<file path="config.mk">
export PLATFORM = sky130hd
export DESIGN_NAME = apb_to_obi_flat
export DESIGN_NICKNAME = d
export VERILOG_FILES = /design/src/rtl/apb_to_obi_if.sv /design/src/rtl/apb_to_obi.sv /design/src/flat_wrapper.sv
export SDC_FILE = /design/constraint.sdc
export NUM_CORES = 1
export LEC_CHECK = 0
export BUFFER_PORTS_ARGS = -buffer_cell sky130_fd_sc_hd__buf_2
export CORE_MARGIN = 10
export CORE_UTILIZATION = 45
export DETAILED_ROUTE_END_ITERATION = 7
export PLACE_DENSITY = 0.86
export SYNTH_ARGS = -nofsm -noshare
export SYNTH_HDL_FRONTEND = slang
export SYNTH_SLANG_ARGS = --single-unit
</file>
<file path="constraint.sdc">
create_clock -name clk_i -period 1.7 [get_ports clk_i]
set_input_delay 0.17 -clock clk_i [delete_from_list [all_inputs] [get_ports clk_i]]
set_output_delay 0.17 -clock clk_i [all_outputs]
set_load 0.01 [all_outputs]
</file>
<file path="src/rtl/apb_to_obi_if.sv">
// APB-slave / OBI-manager signal bundle for apb_to_obi.
// Signal names follow the bridge's point of view (_i into the bridge, _o out of it).
// The slave modport is the bridge; the master modport is whatever drives APB and
// answers on OBI.
interface apb_to_obi_if #(
    parameter int unsigned AddrWidth = 32,
    parameter int unsigned DataWidth = 32
);
    // APB side
    logic [AddrWidth-1:0]   paddr_i;
    logic                   psel_i;
    logic                   penable_i;
    logic                   pwrite_i;
    logic [DataWidth-1:0]   pwdata_i;
    logic [DataWidth/8-1:0] pstrb_i;
    logic                   pready_o;
    logic [DataWidth-1:0]   prdata_o;
    logic                   pslverr_o;

    // OBI side
    logic                   obi_req_o;
    logic                   obi_gnt_i;
    logic [AddrWidth-1:0]   obi_addr_o;
    logic                   obi_we_o;
    logic [DataWidth/8-1:0] obi_be_o;
    logic [DataWidth-1:0]   obi_wdata_o;
    logic                   obi_rvalid_i;
    logic [DataWidth-1:0]   obi_rdata_i;
    logic                   obi_err_i;

    modport slave (
        input  paddr_i, psel_i, penable_i, pwrite_i, pwdata_i, pstrb_i,
        input  obi_gnt_i, obi_rvalid_i, obi_rdata_i, obi_err_i,
        output pready_o, prdata_o, pslverr_o,
        output obi_req_o, obi_addr_o, obi_we_o, obi_be_o, obi_wdata_o
    );

    modport master (
        output paddr_i, psel_i, penable_i, pwrite_i, pwdata_i, pstrb_i,
        output obi_gnt_i, obi_rvalid_i, obi_rdata_i, obi_err_i,
        input  pready_o, prdata_o, pslverr_o,
        input  obi_req_o, obi_addr_o, obi_we_o, obi_be_o, obi_wdata_o
    );
endinterface

</file>
<file path="src/rtl/apb_to_obi.sv">
// APB slave to OBI manager bridge, one outstanding OBI transaction at a time.
// Optional feature macro: APB_TO_OBI_TIMEOUT_EN adds a response watchdog and a
// DRAIN state that swallows the late OBI response after a timeout.
module apb_to_obi #(
    parameter int unsigned AddrWidth     = 32,
    parameter int unsigned DataWidth     = 32,
    parameter int unsigned TimeoutCycles = 255
) (
    input logic         clk_i,
    input logic         rst_ni,
    apb_to_obi_if.slave bus
);
    localparam int unsigned StrbWidth = DataWidth / 8;

`ifdef APB_TO_OBI_TIMEOUT_EN
    typedef enum logic [2:0] {StIdle, StReq, StRsp, StDone, StDrain} state_e;
    localparam int unsigned CntWidth = $clog2(TimeoutCycles + 1);
    logic [CntWidth-1:0] cnt_d, cnt_q;
`else
    typedef enum logic [2:0] {StIdle, StReq, StRsp, StDone} state_e;
    // Watchdog absent in this build; parameter intentionally unused.
    logic unused_timeout;
    assign unused_timeout = ^TimeoutCycles;
`endif

    state_e                 state_d, state_q;
    logic [AddrWidth-1:0]   addr_d, addr_q;
    logic                   we_d, we_q;
    logic [StrbWidth-1:0]   be_d, be_q;
    logic [DataWidth-1:0]   wdata_d, wdata_q;
    logic                   pready_d, pready_q;
    logic [DataWidth-1:0]   prdata_d, prdata_q;
    logic                   pslverr_d, pslverr_q;

    // Next-state and response logic; pready/pslverr default low so they pulse for one cycle.
    always_comb begin
        state_d   = state_q;
        addr_d    = addr_q;
        we_d      = we_q;
        be_d      = be_q;
        wdata_d   = wdata_q;
        pready_d  = 1'b0;
        pslverr_d = 1'b0;
        prdata_d  = prdata_q;
`ifdef APB_TO_OBI_TIMEOUT_EN
        cnt_d     = cnt_q;
`endif
        case (state_q)
            StIdle: begin
                // Only a setup phase starts a transfer; access phases seen here are ignored.
                if (bus.psel_i && !bus.penable_i) begin
                    addr_d  = bus.paddr_i;
                    we_d    = bus.pwrite_i;
                    be_d    = bus.pwrite_i ? bus.pstrb_i : {StrbWidth{1'b1}};
                    wdata_d = bus.pwrite_i ? bus.pwdata_i : '0;
                    state_d = StReq;
                end
            end
            StReq: begin
                if (bus.obi_gnt_i) begin
                    state_d = StRsp;
`ifdef APB_TO_OBI_TIMEOUT_EN
                    cnt_d   = '0;
`endif
                end
            end
            StRsp: begin
                if (bus.obi_rvalid_i) begin
                    prdata_d  = we_q ? '0 : bus.obi_rdata_i;
                    pslverr_d = bus.obi_err_i;
                    pready_d  = 1'b1;
                    state_d   = StDone;
                end
`ifdef APB_TO_OBI_TIMEOUT_EN
                else if (cnt_q == CntWidth'(TimeoutCycles - 1)) begin
                    // Report the timeout on APB, then wait out the OBI response in DRAIN.
                    prdata_d  = '0;
                    pslverr_d = 1'b1;
                    pready_d  = 1'b1;
                    state_d   = StDrain;
                end else begin
                    cnt_d = cnt_q + CntWidth'(1);
                end
`endif
            end
            StDone: begin
                state_d = StIdle;
            end
`ifdef APB_TO_OBI_TIMEOUT_EN
            StDrain: begin
                if (bus.obi_rvalid_i) begin
                    state_d = StIdle;
                end
            end
`endif
            default: begin
                state_d = StIdle;
            end
        endcase
    end

    // State and registered A-channel / APB response.
    always_ff @(posedge clk_i or negedge rst_ni) begin
        if (!rst_ni) begin
            state_q   <= StIdle;
            addr_q    <= '0;
            we_q      <= 1'b0;
            be_q      <= '0;
            wdata_q   <= '0;
            pready_q  <= 1'b0;
            prdata_q  <= '0;
            pslverr_q <= 1'b0;
`ifdef APB_TO_OBI_TIMEOUT_EN
            cnt_q     <= '0;
`endif
        end else begin
            state_q   <= state_d;
            addr_q    <= addr_d;
            we_q      <= we_d;
            be_q      <= be_d;
            wdata_q   <= wdata_d;
            pready_q  <= pready_d;
            prdata_q  <= prdata_d;
            pslverr_q <= pslverr_d;
`ifdef APB_TO_OBI_TIMEOUT_EN
            cnt_q     <= cnt_d;
`endif
        end
    end

    // Request is a direct decode of the state flop, so it drops as soon as reset asserts.
    assign bus.obi_req_o   = (state_q == StReq);
    assign bus.obi_addr_o  = addr_q;
    assign bus.obi_we_o    = we_q;
    assign bus.obi_be_o    = be_q;
    assign bus.obi_wdata_o = wdata_q;
    assign bus.pready_o    = pready_q;
    assign bus.prdata_o    = prdata_q;
    assign bus.pslverr_o   = pslverr_q;
endmodule

</file>
<file path="src/flat_wrapper.sv">
// flat-port wrapper written by rule: the top's interface ports become plain ports
module apb_to_obi_flat 
#(
    parameter int unsigned AddrWidth     = 32,
    parameter int unsigned DataWidth     = 32,
    parameter int unsigned TimeoutCycles = 255
)
  (clk_i, rst_ni, bus_paddr_i, bus_psel_i, bus_penable_i, bus_pwrite_i, bus_pwdata_i, bus_pstrb_i, bus_obi_gnt_i, bus_obi_rvalid_i, bus_obi_rdata_i, bus_obi_err_i, bus_pready_o, bus_prdata_o, bus_pslverr_o, bus_obi_req_o, bus_obi_addr_o, bus_obi_we_o, bus_obi_be_o, bus_obi_wdata_o);
  apb_to_obi_if #(.AddrWidth(AddrWidth), .DataWidth(DataWidth)) bus_i ();
  input logic clk_i;
  input logic rst_ni;
  input wire logic [$bits(bus_i.paddr_i)-1:0] bus_paddr_i;
  input wire logic [$bits(bus_i.psel_i)-1:0] bus_psel_i;
  input wire logic [$bits(bus_i.penable_i)-1:0] bus_penable_i;
  input wire logic [$bits(bus_i.pwrite_i)-1:0] bus_pwrite_i;
  input wire logic [$bits(bus_i.pwdata_i)-1:0] bus_pwdata_i;
  input wire logic [$bits(bus_i.pstrb_i)-1:0] bus_pstrb_i;
  input wire logic [$bits(bus_i.obi_gnt_i)-1:0] bus_obi_gnt_i;
  input wire logic [$bits(bus_i.obi_rvalid_i)-1:0] bus_obi_rvalid_i;
  input wire logic [$bits(bus_i.obi_rdata_i)-1:0] bus_obi_rdata_i;
  input wire logic [$bits(bus_i.obi_err_i)-1:0] bus_obi_err_i;
  output wire logic [$bits(bus_i.pready_o)-1:0] bus_pready_o;
  output wire logic [$bits(bus_i.prdata_o)-1:0] bus_prdata_o;
  output wire logic [$bits(bus_i.pslverr_o)-1:0] bus_pslverr_o;
  output wire logic [$bits(bus_i.obi_req_o)-1:0] bus_obi_req_o;
  output wire logic [$bits(bus_i.obi_addr_o)-1:0] bus_obi_addr_o;
  output wire logic [$bits(bus_i.obi_we_o)-1:0] bus_obi_we_o;
  output wire logic [$bits(bus_i.obi_be_o)-1:0] bus_obi_be_o;
  output wire logic [$bits(bus_i.obi_wdata_o)-1:0] bus_obi_wdata_o;
  assign bus_i.paddr_i = bus_paddr_i;
  assign bus_i.psel_i = bus_psel_i;
  assign bus_i.penable_i = bus_penable_i;
  assign bus_i.pwrite_i = bus_pwrite_i;
  assign bus_i.pwdata_i = bus_pwdata_i;
  assign bus_i.pstrb_i = bus_pstrb_i;
  assign bus_i.obi_gnt_i = bus_obi_gnt_i;
  assign bus_i.obi_rvalid_i = bus_obi_rvalid_i;
  assign bus_i.obi_rdata_i = bus_obi_rdata_i;
  assign bus_i.obi_err_i = bus_obi_err_i;
  assign bus_pready_o = bus_i.pready_o;
  assign bus_prdata_o = bus_i.prdata_o;
  assign bus_pslverr_o = bus_i.pslverr_o;
  assign bus_obi_req_o = bus_i.obi_req_o;
  assign bus_obi_addr_o = bus_i.obi_addr_o;
  assign bus_obi_we_o = bus_i.obi_we_o;
  assign bus_obi_be_o = bus_i.obi_be_o;
  assign bus_obi_wdata_o = bus_i.obi_wdata_o;
  apb_to_obi #(.AddrWidth(AddrWidth), .DataWidth(DataWidth), .TimeoutCycles(TimeoutCycles)) u_core (.clk_i(clk_i), .rst_ni(rst_ni), .bus(bus_i));
endmodule
</file>
==> results of run 1 <==
-- logic make-up after synthesis --
group	Yosys count	share of synthesized area
and+or+nand+nor	140	0.152
buffers and inverters	30	0.0301
AOI/OAI and AO/OA	70	0.0851
DFF	105	0.625
muxes	35	0.0934
adders and majority gates	5	0.0149
-- repair_timing --
item / in CTS / in global routing
pin swaps: 0 / 1
resized for setup: 1 / 5
hold endpoints to repair: 105 / 0
endpoints found under the setup margin: 1 / 3
hold buffers: 1 / 0
setup buffers: 0 / 3
-- flip-flops by register name (all words and copies together) (netlist names) --
signal	cells
u_core.bus.obi_be_o	4
u_core.bus.obi_addr_o	32
u_core.bus.obi_we_o	1
u_core.bus.prdata_o	32
u_core.bus.pready_o	1
u_core.bus.obi_wdata_o	32
u_core.bus.pslverr_o	1
u_core.state_q	2
-- worst max-delay path, stage by stage (launching register included) --
cell      delay [ns]
dfrtp_1         0.42
buf_4           0.14
ha_2            0.18
a222oi_1        0.36
buf_4           0.19
mux2_4          0.29
-- path summary, 6_finish.rpt --
path,from,to,slack [ns]
min reg2reg,u_core.bus.prdata_o[9]$_DFFE_PN0P_,u_core.bus.prdata_o[9]$_DFFE_PN0P_,0.49
min in group asynchronous,rst_ni,u_core.bus.obi_addr_o[7]$_DFFE_PN0P_,0.40
max reg2reg,u_core.state_q[0]$_DFFE_PN0P_,u_core.state_q[1]$_DFFE_PN0P_,0.04
max in group asynchronous,rst_ni,u_core.bus.obi_be_o[3]$_DFFE_PN0P_,0.84
max,u_core.state_q[0]$_DFFE_PN0P_,u_core.state_q[1]$_DFFE_PN0P_,0.04
min,bus_paddr_i[12],u_core.bus.obi_addr_o[12]$_DFFE_PN0P_,0.03
-- power by group --
| part | internal [uW] | switching, uW |
|---|---|---|
| logic | 1850 | 2040 |
| clock network | 579 | 936 |
| registers | 3610 | 646 |
| total | 6040 | 3620 |
-- area by class of cell --
type | instances | share of cell area
flip-flops and latches | 105 | 0.465
multi-input cells | 250 | 0.259
repair buffers | 223 | 0.212
well taps | 111 | 0.0246
clock buffers | 9 | 0.0219
clock inverters | 7 | 0.0137
inverters | 5 | 0.00332
-- cells in the final DEF, fill, tap and decap left out, drive strengths merged --
cell / synthesis / final
dfrtp: 105 / 105
clkbuf: 19 / 9
nor2b: 4 / 4
nand3b: 1 / 1
buf: 6 / 222
nand2: 101 / 101
a222oi: 1 / 1
ha: 5 / 5
clkinvlp: 0 / 1
clkinv: 0 / 4
mux2i: 1 / 1
dlygate4sd3: 0 / 1
o21bai: 1 / 1
mux2: 34 / 34
and3: 1 / 1
inv: 5 / 7
nand2b: 33 / 33
o21ai: 68 / 68
-- metrics by stage --
step	area [um^2]	TNS [ns]	power (uW)	hold WS, ns	cells
after detailed placement	5410	0	8200	0.288	690
after CTS	5620	0	9720	0.00216	707
after global routing	5650	-0.00336	10400	0.00255	710
final	5650	0	9660	0.0283	710
after floorplan	4210	0	6250	-0.126	385
after global placement	5410	0	7940	0.275	690
-- metal layers --
layer,share of wire,vias to the layer above,GRT usage
met1,0.39,1577,0.185
met5,0,-,0
met4,0.015,0,0.0651
met2,0.51,140,0.293
met3,0.090,13,0.0498
li1,-,1670,-
==> qor.csv, run 1 <==
metric,value,unit
run_status,completed,
die_width,117,um
pin_count_of_the_biggest_net_entering_global_routing,106,
numCtsBuffers,9,
drive_above_1_share,0.467,
initialDrtViolationCount,203,
number_of_global_route_vias_before_repair,3715,
synth_edf_count,0,
post-route-period-util,0.979,
grt_overflow,0,
cts_tree,done,
grt_antenna_before_repair,0,
synth.avg_cell_area,10.9,um^2
routed_via_density,4.79,
maxClockFrequency,601,MHz
post-synth-top-count-cell,dfrtp_1,
grt_util_all_layers,0.166,
syn_area,4210,um^2
insertion_delay,0.36,ns
post_synthesis_net_count,498,
whs_path_depth,2,
clockRootBuffer,clkbuf_8,
start_util,0.459,
power.density,1710,nW/um^2
fp.coreArea,9150,um^2
cts.htree.levels,3,
syn2layout_area_growth,34.5,%
max_slew_margin,0.600,
critical_path.max_fanout,3,
final-max-slew-violation-count,0,
cts.clk_slew.worst_paths,0.12,ns
synth-async-reset-ratio,1.00,
leading_cell_types_by_count_after_synthesis,"105 x dfrtp_1, 101 x nand2_1, 68 x o21ai_0",
number_of_standard_cells_after_synthesis,385,
critical_path_required,1.95,ns
timing.final.ws_setup,0.0363,ns
synth_largest_type_area_fraction,0.625,
yosys.area.top_type,dfrtp_1,
fp-row-count,35,
grt_pass1_wl,18100,um
design.portCount,212,
yosysWarnings,0,
endpoint_arrival_time_on_the_critical_path,1.92,ns
tightest_slew,0.600,ns
post_synth_main_area_contributors,"dfrtp_1 62%, nand2_1 9.0%, mux2_2 8.8%, o21ai_0 8.1%, nand2b_1 4.9%",
min_path_type,in2reg,
route.antenna.remaining_nets,0,
static-leakage-power,0.00304,uW
reg2regPathDepth,5,
routedWlPerCell,16.4,um
critical_path.endpoint_type,flip-flop,
remaining_drc_errors,0,
synth_cell_types,17,
port-buffer-count,211,
die_h,117,um
dpl_ws,0.0393,ns
detailedRoute.firstPassIterationCount,4,
synth-seq-cells,105,
area.sequential,2630,um^2
place.gp.congestion,0.790,
maxCapViolCount,0,
ir_drop,0.000650,V
finalHoldViolCount,0,
period_minus_slack,1.66,ns
setup_viol_count_final,0,
setup.worst_path.class,reg2reg,
multi_input_comb_area,1470,um^2
final.fill_count,741,
die_area,13600,um^2
nNetsFinal,707,
synth-main-ff-cell,dfrtp_1,
dr_total_vias,3400,
cts-root-to-sink-buffers,2,
drt-total-wl,11700,um
critPathLaunchType,flip-flop,
skew,0.0177,ns
antenna-diode-count,0,
place.detailed.hpwl,9060,um
synth_sequential_area_ratio,0.625,
finish.utilization,0.618,
clock_sinks,105,
No activity file was read; power rests on OpenSTA's default activity.
==> run 2: changes to the inputs <==
--- a/config.mk
+++ b/config.mk
@@ -9,6 +9,7 @@
 export CORE_MARGIN = 10
 export CORE_UTILIZATION = 45
 export DETAILED_ROUTE_END_ITERATION = 7
+export GPL_TIMING_DRIVEN = 0
 export PLACE_DENSITY = 0.86
 export SYNTH_ARGS = -nofsm -noshare
 export SYNTH_HDL_FRONTEND = slang
==> qor.csv, run 2 (same netlist as run 1, synthesis figures left out) <==
metric,value,unit,change
mostFrequentLayoutCells,"217 x buf_2, 105 x dfrtp_1, 101 x nand2_1",,"was 210 x buf_2, 104 x dfrtp_1, 100 x nand2_1"
crit_path_cell_trace,"buf_4, ha_1, a222oi_1, buf_4, mux2_1",,"was buf_4, ha_2, a222oi_1, buf_4, mux2_4"
post-route-period-util,0.954,,was 0.979
cts.clk_slew.worst_paths,0.11,ns,was 0.12 ns
ir_drop,0.000652,V,was 0.000650 V
final_common_cell,buf_2,,unchanged
drt-total-wl,12300,um,was 11700 um
final-max-slew-violation-count,0,,unchanged
design.portCount,212,,unchanged
timing.critical_path.buf_inv,2,,unchanged
timing.critical_path.mode_cell,buf_4,,unchanged
pin_count_of_the_biggest_net_entering_global_routing,64,,was 106
dpl_ws,-0.0859,ns,was 0.0393 ns
fp-row-count,35,,unchanged
power.total,9620,uW,was 9660 uW
critPathLaunchType,flip-flop,,unchanged
run_status,completed,,unchanged
grt_overflow,0,,unchanged
timing.final.ws_setup,0.0776,ns,was 0.0363 ns
insertion_delay,0.36,ns,about the same
start_util,0.459,,unchanged
dr_total_vias,3539,,was 3400
critical_path.max_fanout,2,,was 3
initialDrtViolationCount,165,,was 203
tightest_slew,0.807,ns,was 0.600 ns
clock_sinks,105,,unchanged
grt_pass1_wl,19300,um,was 18100 um
cts.htree.levels,3,,unchanged
die_h,117,um,unchanged
nNetsFinal,726,,was 707
min_path_type,in2reg,,unchanged
grt_antenna_before_repair,1,,was 0
antenna-diode-count,0,,unchanged
number_of_global_route_vias_before_repair,3754,,was 3715
cpLargestDelayFamily,flip-flops,,unchanged
finish.utilization,0.620,,was 0.618
route.antenna.remaining_nets,0,,unchanged
critical_path_required,1.95,ns,about the same
final_cell_area,5670,um^2,was 5650 um^2
numCtsBuffers,9,,unchanged
setup_viol_count_final,0,,unchanged
worst_hold_slack,0.0338,ns,was 0.0283 ns
cts_tree,done,,unchanged
static-leakage-power,0.00306,uW,was 0.00304 uW
endpoint_arrival_time_on_the_critical_path,1.87,ns,was 1.92 ns
setup.worst_path.class,reg2reg,,unchanged
die_width,117,um,unchanged
max_slew_margin,0.462,,was 0.600
grt_util_all_layers,0.177,,was 0.166
die_area,13600,um^2,unchanged
detailedRoute.firstPassIterationCount,4,,unchanged
finalHoldViolCount,0,,unchanged
critical_path.endpoint_type,flip-flop,,unchanged
cts-root-to-sink-buffers,2,,unchanged
maxClockFrequency,616,MHz,was 601 MHz
skew,0.0136,ns,was 0.0177 ns
period_minus_slack,1.62,ns,was 1.66 ns
routed_via_density,4.85,,was 4.79
routedWlPerCell,16.9,um,was 16.4 um
place.gp.congestion,0.802,,was 0.790
place.detailed.hpwl,9810,um,was 9060 um
power.density,1700,nW/um^2,was 1710 nW/um^2
placed_area,5420,um^2,was 5410 um^2
fp.coreArea,9150,um^2,unchanged
cp_slowest_cell,dfrtp_1,,unchanged
clockRootBuffer,clkbuf_8,,unchanged
syn2layout_area_growth,34.8,%,was 34.5%
port-buffer-count,210,,was 211
drive_above_1_share,0.461,,was 0.467
critical_path.max_stage_delay,0.41,ns,was 0.42 ns
remaining_drc_errors,0,,unchanged
maxCapViolCount,0,,unchanged
-- run 2: cell types whose count changed in the layout (fill, tap and decap cells not counted), sizes merged --
cell | before | now
buf | 222 | 226
clkbuf | 9 | 24
clkinv | 4 | 3
inv | 7 | 8
-- run 2: final timing paths --
check                                                     from                                endpoint  slack, ns  cells after the start
setup / recovery                 u_core.state_q[0]$_DFFE_PN0P_           u_core.state_q[1]$_DFFE_PN0P_       0.08                      5
hold / removal                                  bus_paddr_i[6]    u_core.bus.obi_addr_o[6]$_DFFE_PN0P_       0.03                      2
setup reg to reg                 u_core.state_q[0]$_DFFE_PN0P_           u_core.state_q[1]$_DFFE_PN0P_       0.08                      5
hold reg to reg            u_core.bus.prdata_o[23]$_DFFE_PN0P_     u_core.bus.prdata_o[23]$_DFFE_PN0P_       0.48                      2
max in group asynchronous                               rst_ni  u_core.bus.obi_wdata_o[16]$_DFFE_PN0P_       0.53                      3
min in group asynchronous                               rst_ni    u_core.bus.obi_addr_o[5]$_DFFE_PN0P_       0.45                      2
-- run 2: metal layers --
| layer | global-route usage | up-vias | wire length (um) |
|---|---|---|---|
| li1 | - | 1705 | - |
| met1 | 0.197 | 1667 | 4640 |
| met2 | 0.317 | 149 | 6290 |
| met3 | 0.0550 | 16 | 1210 |
| met4 | 0.0527 | 2 | 165 |
| met5 | 0 | - | 13 |
-- run 2: worst reg2reg max path, stage by stage (launching register included) --
cell	delay, ns
dfrtp_1	0.41
buf_4	0.14
ha_1	0.20
a222oi_1	0.29
buf_4	0.18
mux2_1	0.30
-- run 2: what timing repair did --
action,4_1_cts,5_1_grt
gates resized for setup,5,19
hold buffers,1,0
endpoints found under the setup margin,34,94
gates cloned,0,0
hold endpoints to repair,62,0
setup buffers,4,1
pin swaps,1,0
-- run 2: final cells by class --
| cell class | count | area [um^2] |
|---|---|---|
| buffer | 25 | 125 |
| fill | 774 | 3480 |
| inverter | 5 | 18.8 |
| sequential | 105 | 2630 |
| clock inverter | 7 | 61.3 |
| tap | 111 | 139 |
| multi-input combinational | 250 | 1450 |
| clock buffer | 9 | 124 |
| timing repair buffer | 217 | 1120 |
-- run 2: metrics by stage --
step | setup TNS, ns | instances
after floorplan | 0 | 385
after global placement | -60.24 | 706
after detailed placement | -1.10 | 707
after CTS | 0 | 728
after global routing | -0.00170 | 729
final | 0 | 729
-- run 2: report_power, final --
| part | switching (uW) | leakage, uW | internal, uW |
|---|---|---|---|
| logic | 2150 | 0.00164 | 1830 |
| registers | 567 | 0.00132 | 3610 |
| clock network | 903 | 0.0000936 | 562 |
